File: src/rtl/display_scan_mux_pkg.sv
// Shared types and defaults for the multiplexed 7-segment scanner.
// Holds the FSM encoding, digit-enable polarity and default timing.
package display_scan_mux_pkg;

   typedef enum logic [1:0] {
      ST_OFF  = 2'd0,
      ST_DEAD = 2'd1,
      ST_ON   = 2'd2
   } scan_state_e;

   // Level that lights a digit on DIG_N (common cathode, active-low).
   localparam logic DIG_ACTIVE = 1'b0;

   localparam int DEF_SCAN_DIV = 50000;
   localparam int DEF_DEAD_CYC = 16;

endpackage

File: src/rtl/scan_prescaler.sv
// Slot timer for the display scanner: mod-SCAN_DIV counter with sync clear.
// Flags the last dead-time cycle and the last cycle of each slot.
module scan_prescaler #(
   parameter int SCAN_DIV = 50000,
   parameter int DEAD_CYC = 16
) (
   input  logic clk,
   input  logic rst_n,
   input  logic clr,
   output logic dead_end,
   output logic slot_end
);

   localparam int CW = (SCAN_DIV > 1) ? $clog2(SCAN_DIV) : 1;

   logic [CW-1:0] cnt_q;
   logic [CW-1:0] cnt_d;

   assign dead_end = (cnt_q == CW'(DEAD_CYC - 1));
   assign slot_end = (cnt_q == CW'(SCAN_DIV - 1));

   // Next count: wrap at end of slot, hold at zero while cleared.
   always_comb begin
      cnt_d = cnt_q + CW'(1);
      if (clr || slot_end) begin
         cnt_d = '0;
      end
   end

   // Count register.
   always_ff @(posedge clk or negedge rst_n) begin
      if (!rst_n) begin
         cnt_q <= '0;
      end else begin
         cnt_q <= cnt_d;
      end
   end

endmodule

File: src/rtl/display_scan_mux.sv
// Time-multiplexed scanner for a common-cathode 7-segment display.
// Optional LEADING_ZERO_BLANK_EN keeps digits above the top nonzero nibble dark.
module display_scan_mux
   import display_scan_mux_pkg::*;
#(
   parameter int DIGITS   = 4,
   parameter int SCAN_DIV = DEF_SCAN_DIV,
   parameter int DEAD_CYC = DEF_DEAD_CYC
) (
   input  logic                  clk,
   input  logic                  rst_n,
   input  logic                  en,
   input  logic [4*DIGITS-1:0]   D,
   output logic [3:0]            A,
   output logic [DIGITS-1:0]     DIG_N,
   output logic                  frame_start
);

   localparam int IW = (DIGITS > 1) ? $clog2(DIGITS) : 1;
   localparam int DW = 4 * DIGITS;

   scan_state_e       state_q;
   scan_state_e       state_d;
   logic [IW-1:0]     idx_q;
   logic [IW-1:0]     idx_d;
   logic [DW-1:0]     snap_q;
   logic [DW-1:0]     snap_d;
   logic [3:0]        a_q;
   logic [3:0]        a_d;
   logic [DIGITS-1:0] dig_q;
   logic [DIGITS-1:0] dig_d;
   logic              fs_q;
   logic              fs_d;
   logic              clr;
   logic              dead_end;
   logic              slot_end;
   logic              step;
   logic              wrap;
   logic              load;
   logic              show;

`ifdef LEADING_ZERO_BLANK_EN
   logic [DIGITS-1:0] lit_q;
   logic [DIGITS-1:0] lit_d;

   // A digit is lit if it or any higher nibble is nonzero; digit 0 always.
   function automatic logic [DIGITS-1:0] lit_mask(input logic [DW-1:0] v);
      logic [DIGITS-1:0] m;
      logic              seen;
      m    = '0;
      seen = 1'b0;
      for (int i = DIGITS - 1; i >= 0; i--) begin
         seen = seen | (v[4*i +: 4] != 4'h0);
         m[i] = seen | (i == 0);
      end
      return m;
   endfunction
`endif

   // Counter restarts whenever the scan is idle or being shut off.
   assign clr = (state_q == ST_OFF) || !en;

   scan_prescaler #(
      .SCAN_DIV (SCAN_DIV),
      .DEAD_CYC (DEAD_CYC)
   ) u_presc (
      .clk      (clk),
      .rst_n    (rst_n),
      .clr      (clr),
      .dead_end (dead_end),
      .slot_end (slot_end)
   );

   // FSM state register.
   always_ff @(posedge clk or negedge rst_n) begin
      if (!rst_n) begin
         state_q <= ST_OFF;
      end else begin
         state_q <= state_d;
      end
   end

   // FSM next state: dead time, then lit, slot after slot; en=0 goes dark.
   always_comb begin
      state_d = state_q;
      unique case (state_q)
         ST_OFF: begin
            if (en) state_d = ST_DEAD;
         end
         ST_DEAD: begin
            if (!en)          state_d = ST_OFF;
            else if (dead_end) state_d = ST_ON;
         end
         ST_ON: begin
            if (!en)          state_d = ST_OFF;
            else if (slot_end) state_d = ST_DEAD;
         end
         default: state_d = ST_OFF;
      endcase
   end

   // Digit index and frame snapshot; a new frame begins on start or wrap.
   always_comb begin
      wrap   = (idx_q == IW'(DIGITS - 1));
      step   = en && (state_q == ST_ON) && slot_end;
      load   = (en && (state_q == ST_OFF)) || (step && wrap);
      idx_d  = idx_q;
      if (clr) begin
         idx_d = '0;
      end else if (step) begin
         idx_d = wrap ? '0 : idx_q + IW'(1);
      end
      snap_d = load ? D : snap_q;
   end

`ifdef LEADING_ZERO_BLANK_EN
   // Blank mask follows the snapshot so it is stable for the whole frame.
   always_comb begin
      lit_d = load ? lit_mask(D) : lit_q;
      show  = lit_d[idx_d];
   end
`else
   assign show = 1'b1;
`endif

   // FSM outputs: nibble settles on slot entry, digit lit only while ON.
   always_comb begin
      a_d   = a_q;
      dig_d = {DIGITS{~DIG_ACTIVE}};
      fs_d  = load;
      if ((state_d == ST_DEAD) && (state_q != ST_DEAD)) begin
         a_d = snap_d[{idx_d, 2'b00} +: 4];
      end
      if ((state_d == ST_ON) && show) begin
         dig_d[idx_d] = DIG_ACTIVE;
      end
   end

   // Datapath and output registers.
   always_ff @(posedge clk or negedge rst_n) begin
      if (!rst_n) begin
         idx_q  <= '0;
         snap_q <= '0;
         a_q    <= 4'h0;
         dig_q  <= {DIGITS{~DIG_ACTIVE}};
         fs_q   <= 1'b0;
      end else begin
         idx_q  <= idx_d;
         snap_q <= snap_d;
         a_q    <= a_d;
         dig_q  <= dig_d;
         fs_q   <= fs_d;
      end
   end

`ifdef LEADING_ZERO_BLANK_EN
   // Blank mask register.
   always_ff @(posedge clk or negedge rst_n) begin
      if (!rst_n) begin
         lit_q <= '1;
      end else begin
         lit_q <= lit_d;
      end
   end
`endif

   assign A           = a_q;
   assign DIG_N       = dig_q;
   assign frame_start = fs_q;

endmodule

File: config.mk
export PLATFORM = sky130hd
export DESIGN_NAME = display_scan_mux
export DESIGN_NICKNAME = d
export VERILOG_FILES = /design/src/rtl/display_scan_mux_pkg.sv /design/src/rtl/scan_prescaler.sv /design/src/rtl/display_scan_mux.sv
export SDC_FILE = /design/constraint.sdc
export NUM_CORES = 1
export LEC_CHECK = 0
export BUFFER_PORTS_ARGS = -buffer_cell sky130_fd_sc_hd__buf_4
export CORE_ASPECT_RATIO = 0.9
export CORE_MARGIN = 5
export CORE_UTILIZATION = 57
export CTS_CLUSTER_DIAMETER = 40
export DETAILED_ROUTE_END_ITERATION = 10
export PLACE_DENSITY = 0.82
export SLEW_MARGIN = 5
export SYNTH_ARGS = -nofsm -noshare
export SYNTH_HDL_FRONTEND = slang
export SYNTH_SLANG_ARGS = --single-unit
File: constraint.sdc
create_clock -name clk -period 4.2 [get_ports clk]
set_input_delay 1.26 -clock clk [delete_from_list [all_inputs] [get_ports clk]]
set_output_delay 1.26 -clock clk [all_outputs]
set_load 0.01 [all_outputs]
==> flow_metrics.tcl, run 1 <==
set metrics [dict create \
    cp-end-kind "register" \
    htreeDepth 2 \
    hold_buffers 0 \
    drc 0 \
    required_ns 4.36 \
    rows 21 \
    leakagePower_uw 0.00109 \
    path_max_fanout 9 \
    crit_buf_inv 0 \
    final_common_cell "dfrtp_1" \
    io_pins 28 \
    cts_tree "done" \
    synth_seq_cells 45 \
    syn_nets 224 \
    ys.flop_type "dfrtp_1" \
    tightest_slew_ns 0.948 \
    setup_viol 0 \
    hold_path_class "register to register" \
    fin_crit_sh_pct 62.2 \
    whs_ns 0.457 \
    grt_pass1_wl_mm 7.47 \
    ys_warn_count 0 \
    grt.total_usage_pct 19.0 \
    fin_setup_tns_ns 0 \
    rsz0062_at_grt "false" \
    insertion_delay_ns 0.30 \
    cpMaxStageDelayCell "or4b_4" \
    path_cells "ha_1 > and3_1 > nand2_1 > or4b_4 > and2_4 > a2111oi_0 > nor4_1" \
    regToRegSetupSlack_ns 1.59 \
    cap_viol_max_count 0 \
    fin_crit_ns 2.61 \
    hold_violations 0 \
    yosysUniqueCellTypes 41 \
    numPortBuffers 27 \
    place_congestion 0.866 \
    vias 1604 \
    dieArea_mm2 0.00518 \
    fin_nets 253 \
    root_buffer "clkbuf_8" \
    clock-sinks 45 \
    power_density_mw_per_mm2 372 \
    fmax_mhz 383 \
    cpPeakStageDelay_ns 0.67 \
    async_flop_share_pct 100 \
    cp_top_family "simple AND/OR/NAND/NOR gates" \
    synth_cells 203 \
    wirelength_mm 4.43 \
    cts_resized 0 \
    maxSlewViolCount 0 \
    ir_drop_v 0.000350 \
    start_kind "register" \
    drtIter0Drc 152 \
    drive_gt1_share_pct 28.3 \
    fill_cells 278 \
    ys_seq_area_share_pct 51.7 \
    worst-setup-path-type "register to register" \
    drtAntennaViolNets 0 \
    fin_worst_skew_ns 0.00995 \
    die_w_um 75.3 \
    dr.pass1.iters 5 \
    worstPathArrival_ns 2.77 \
    clockBufferDepth 2 \
    dpl.hpwl_mm 3.03 \
    core-area_mm2 0.00370 \
    relSlewSlack_pct 36.8 \
    synth_edf_count 0 \
    grt_max_degree 46 \
    cts.reportedPaths.clkPinSlew_ns 0.08 \
    status "finished clean" \
    antenna_found_initial 0 \
    grt_pass1_vias 1562 \
    viasPerCell 5.75 \
    layout.cells.non_filler 279 \
    die_height_um 68.8 \
    cts_setup_buffers 0 \
    antenna_cells 0 \
    syn_avg_cell_area_um2 10.8 \
    avgRoutedWirePerCell_um 15.9 \
    dp.cells 271 \
    syn2layout_area_growth_pct 16.6 \
    cts_made_buffers 5 \
    p_total_uw 949 \
    syn-cell-area_mm2 0.00219 \
    grt-ovfl-total 0 \
    start_util_pct 59.1 \
    final_cell_mix "dfrtp_1, nor2_1, buf_4, mux2_2, nand2_1" \
]
state kept, by name, indices dropped and copies added (netlist names):
name,cells
A,4
DIG_N,4
frame_start,1
idx_q,2
snap_q,16
state_q,2
u_presc.cnt_q,16
cell families after synthesis:
group / share of synthesized area (%)
simple gates: 21.1
xor+xnor: 5.60
mux: 8.74
flops: 51.7
compound gates: 9.71
buf+inv: 2.06
fa+ha+maj: 1.14
synth_stat cells, types with 2 or more instances:
cell	n	area share, %
buf_2	3	0.69
nand4_1	2	0.57
and3_1	4	1.1
and2_1	4	1.1
dfstp_2	4	4.8
nand2_1	15	2.6
inv_1	3	0.51
o21a_1	2	0.69
and3b_1	2	0.80
a31o_2	3	1.2
mux2_2	17	8.7
nand3_1	5	1.1
ha_1	2	1.1
xor2_1	6	2.4
dfrtp_1	41	47
a2111oi_0	4	1.6
nand2b_1	4	1.1
nor3_1	4	0.91
o22ai_1	5	1.4
xnor2_1	8	3.2
a21boi_0	5	1.7
nor4b_1	2	0.80
o21ai_0	3	0.69
a21oi_1	4	0.91
nor2_1	31	5.3
nor4_1	5	1.4
layout make-up:
cell class	instances	area [um^2]	share of cell area (%)
clock buffers	5	68.8	2.69
multi-input cells	149	1010	39.7
inverters	4	15.0	0.588
repair buffers	27	203	7.94
clock inverters	3	65.1	2.55
flip-flops and latches	45	1130	44.3
well taps	46	57.6	2.25
through the flow:
step / cell area [um^2] / util [%] / setup WS (ns)
after floorplan: 2190 / - / 1.61
after global placement: 2420 / 65.3 / 1.40
after detailed placement: 2420 / 65.3 / 1.42
after CTS: 2550 / 68.9 / 1.60
after global routing: 2550 / 68.9 / 1.26
final: 2550 / 68.9 / 1.59
power breakdown:
| group | switching, uW | internal, uW |
|---|---|---|
| Clock | 143 | 236 |
| Sequential | 17.8 | 464 |
| Combinational | 38.3 | 49.2 |
worst reg2reg max path, delay by kind of cell, from the launching register on:
kind,cells,cell delay (ns)
AND/OR/NAND/NOR,5,1.48
AO/OA/AOI/OAI,1,0.43
flip-flops,1,0.37
adder cells (fa/ha/maj),1,0.19
path summary, 6_finish.rpt:
kind | cells after the start | startpoint | endpoint
max reg2reg | 7 | u_presc.cnt_q[0] | A[1]
min in group asynchronous | 1 | rst_n | idx_q[0]
max | 7 | u_presc.cnt_q[0] | A[1]
max in group asynchronous | 1 | rst_n | DIG_N[2]
min reg2reg | 1 | u_presc.cnt_q[0] | u_presc.cnt_q[0]
min | 1 | u_presc.cnt_q[0] | u_presc.cnt_q[0]
routing by layer:
metal / up-vias / share of wire, % / global-route usage (%)
li1: 777 / - / -
met1: 768 / 49 / 28.2
met2: 51 / 45 / 27.6
met3: 8 / 5.3 / 3.91
met4: 0 / 1.1 / 6.33
met5: - / 0 / 0
Note: power is estimated with default switching activity, not from simulation.
==> run 2, diff against run 1 <==
--- a/config.mk
+++ b/config.mk
@@ -8,10 +8,10 @@
 export BUFFER_PORTS_ARGS = -buffer_cell sky130_fd_sc_hd__buf_4
 export CORE_ASPECT_RATIO = 0.9
 export CORE_MARGIN = 5
-export CORE_UTILIZATION = 57
+export CORE_UTILIZATION = 51
 export CTS_CLUSTER_DIAMETER = 40
 export DETAILED_ROUTE_END_ITERATION = 10
-export PLACE_DENSITY = 0.82
+export PLACE_DENSITY = 0.77
 export SLEW_MARGIN = 5
 export SYNTH_ARGS = -nofsm -noshare
 export SYNTH_HDL_FRONTEND = slang
==> constraint.sdc (replaced) <==
create_clock -name clk -period 2.3 [get_ports clk]
set_input_delay 0.69 -clock clk [delete_from_list [all_inputs] [get_ports clk]]
set_output_delay 0.69 -clock clk [all_outputs]
set_load 0.01 [all_outputs]
==> run 2 against run 1 <==
  * Sequential share of layout area fell by 2.6 points
  * Register-to-register slack got worse by 1.5 ns
  * Maximum frequency rose by 17%
  * Hold slack got worse by 0.076 ns
  * Total power rose by 67%
  * Critical path type unchanged
  * Final area rose by 6.2%
  * Sequential power rose by 83%
==> flow_metrics.tcl, run 2 (synthesized netlist as in run 1, its figures left out) <==
set metrics [dict create \
    fmax_mhz 446 \
    relSlewSlack_pct 63.0 \
    cts.reportedPaths.clkPinSlew_ns 0.08 \
    start_kind "register" \
    power_density_mw_per_mm2 585 \
    final_util_pct 65.7 \
    htreeDepth 2 \
    fin_area_mm2 0.00271 \
    drtIter0Drc 102 \
    cts_made_buffers 5 \
    syn2layout_area_growth_pct 23.8 \
    viasPerCell 5.51 \
    worstPathArrival_ns 2.41 \
    dpl-instance-area_mm2 0.00257 \
    busiest_layer "met2" \
    tightest_slew_ns 0.556 \
    wirelength_mm 4.52 \
    cpMaxStageDelayCell "or4b_4" \
    path_max_fanout 8 \
    cp_top_family "simple AND/OR/NAND/NOR gates" \
    rsz0062_at_grt "true" \
    grt_use_met3_pct 3.47 \
    fin_crit_ns 2.24 \
    vias 1648 \
    p_seq_share_pct 55.5 \
    die_w_um 79.1 \
    start_util_pct 53.0 \
    dieArea_mm2 0.00571 \
    fin_nets 271 \
    final_common_cell "buf_4" \
    die_height_um 72.2 \
    path_cells "ha_2 > nor4b_2 > a21oi_1 > or4b_4 > buf_4 > mux2_2 > o22ai_1 > nor3_1" \
    switching_share_pct 23.2 \
    combPwrFrac_pct 11.0 \
    numPortBuffers 27 \
    leakagePower_uw 0.00117 \
    whs_ns 0.381 \
    fin_worst_skew_ns 0.00785 \
    setup_viol 0 \
    avgRoutedWirePerCell_um 15.1 \
    ir_drop_v 0.000408 \
    hold_violations 0 \
    grt_pass1_wl_mm 7.75 \
    clockBufferDepth 2 \
    io_pins 28 \
    place_congestion 0.875 \
    fin_setup_tns_ns 0 \
    insertion_delay_ns 0.29 \
    use_met2_pct 25.9 \
    intPower_uw 1220 \
    worst-setup-path-type "register to register" \
    core-area_mm2 0.00413 \
    maxSlewViolCount 0 \
    clock-sinks 45 \
    cts_tree "done" \
    dpl.hpwl_mm 3.25 \
    antenna_found_initial 0 \
    grt.met1_usage_pct 24.3 \
    drc 0 \
    rows 22 \
    power_switching_uw 368 \
    drive_gt1_share_pct 36.7 \
    grt_max_degree 46 \
    reg_top3 "snap_q (16), u_presc.cnt_q (16)" \
    cap_viol_max_count 0 \
    fill_cells 330 \
    status "finished clean" \
    required_ns 2.47 \
    clkPwrFrac_pct 33.5 \
    final_cell_mix "buf_4, dfrtp_1, nor2_1, mux2_2, nand2_1" \
    cpPeakStageDelay_ns 0.52 \
    root_buffer "clkbuf_8" \
    fin_crit_sh_pct 97.5 \
    grt-ovfl-total 0 \
    antenna_cells 0 \
    regToRegSetupSlack_ns 0.06 \
    grt_pass1_vias 1667 \
    crit_buf_inv 1 \
    drtAntennaViolNets 0 \
    dr.pass1.iters 4 \
    grt.total_usage_pct 17.0 \
    hold_path_class "input pin to asynchronous set/reset pin" \
    cp-end-kind "register" \
]
-- run 2: changes by cell type in the layout (fill, tap and decap cells not counted), moves of 3 or more --
cell and change:
a2111oi_0 -4, a2111oi_2 +4, a21boi_0 -3, buf_4 +17
-- run 2: path summary, 6_finish.rpt --
path                                 start                end  depth (start not counted)
max in group asynchronous            rst_n           DIG_N[2]                          1
worst max-delay path              idx_q[1]               A[2]                          8
worst min register to register  snap_q[10]         snap_q[10]                          1
worst min-delay path                 rst_n  u_presc.cnt_q[11]                          1
worst max register to register    idx_q[1]               A[2]                          8
min in group clk                snap_q[10]         snap_q[10]                          1
-- run 2: area by class of cell --
cell class	instances	area, um^2	area share (%)
flip-flops and latches	45	1130	41.7
multi-input cells	149	1050	38.9
repair buffers	45	350	12.9
clock buffers	7	96.3	3.55
well taps	48	60.1	2.22
inverters	4	15.0	0.554
clock inverters	1	5.00	0.185
-- run 2: per-stage QoR --
step,power [uW],setup WS [ns],cells
final,1590,0.0584,299
after global routing,1650,-0.0137,299
after CTS,1590,0.00641,298
after detailed placement,1070,0.0205,290
after global placement,1060,0.0601,290
after floorplan,972,-0.0139,203
-- run 2: power groups by stage --
stage               clock, uW  combinational, uW  sequential (uW)
finish                    531                175              881
global route              571                195              887
CTS                       540                173              878
detailed placement          0                172              894
global placement            0                168              894
floorplan                   0               82.3              890
-- run 2: layer usage --
metal	wire length, um	vias up
li1	-	812
met1	2200	798
met2	2090	32
met3	170	6
met4	68	0
met5	0	-
-- run 2: what timing repair did --
item	CTS	global route
pin swaps	0	4
hold buffers	0	0
resized for setup	1	8
endpoints found under the setup margin	1	4
setup buffers	0	1
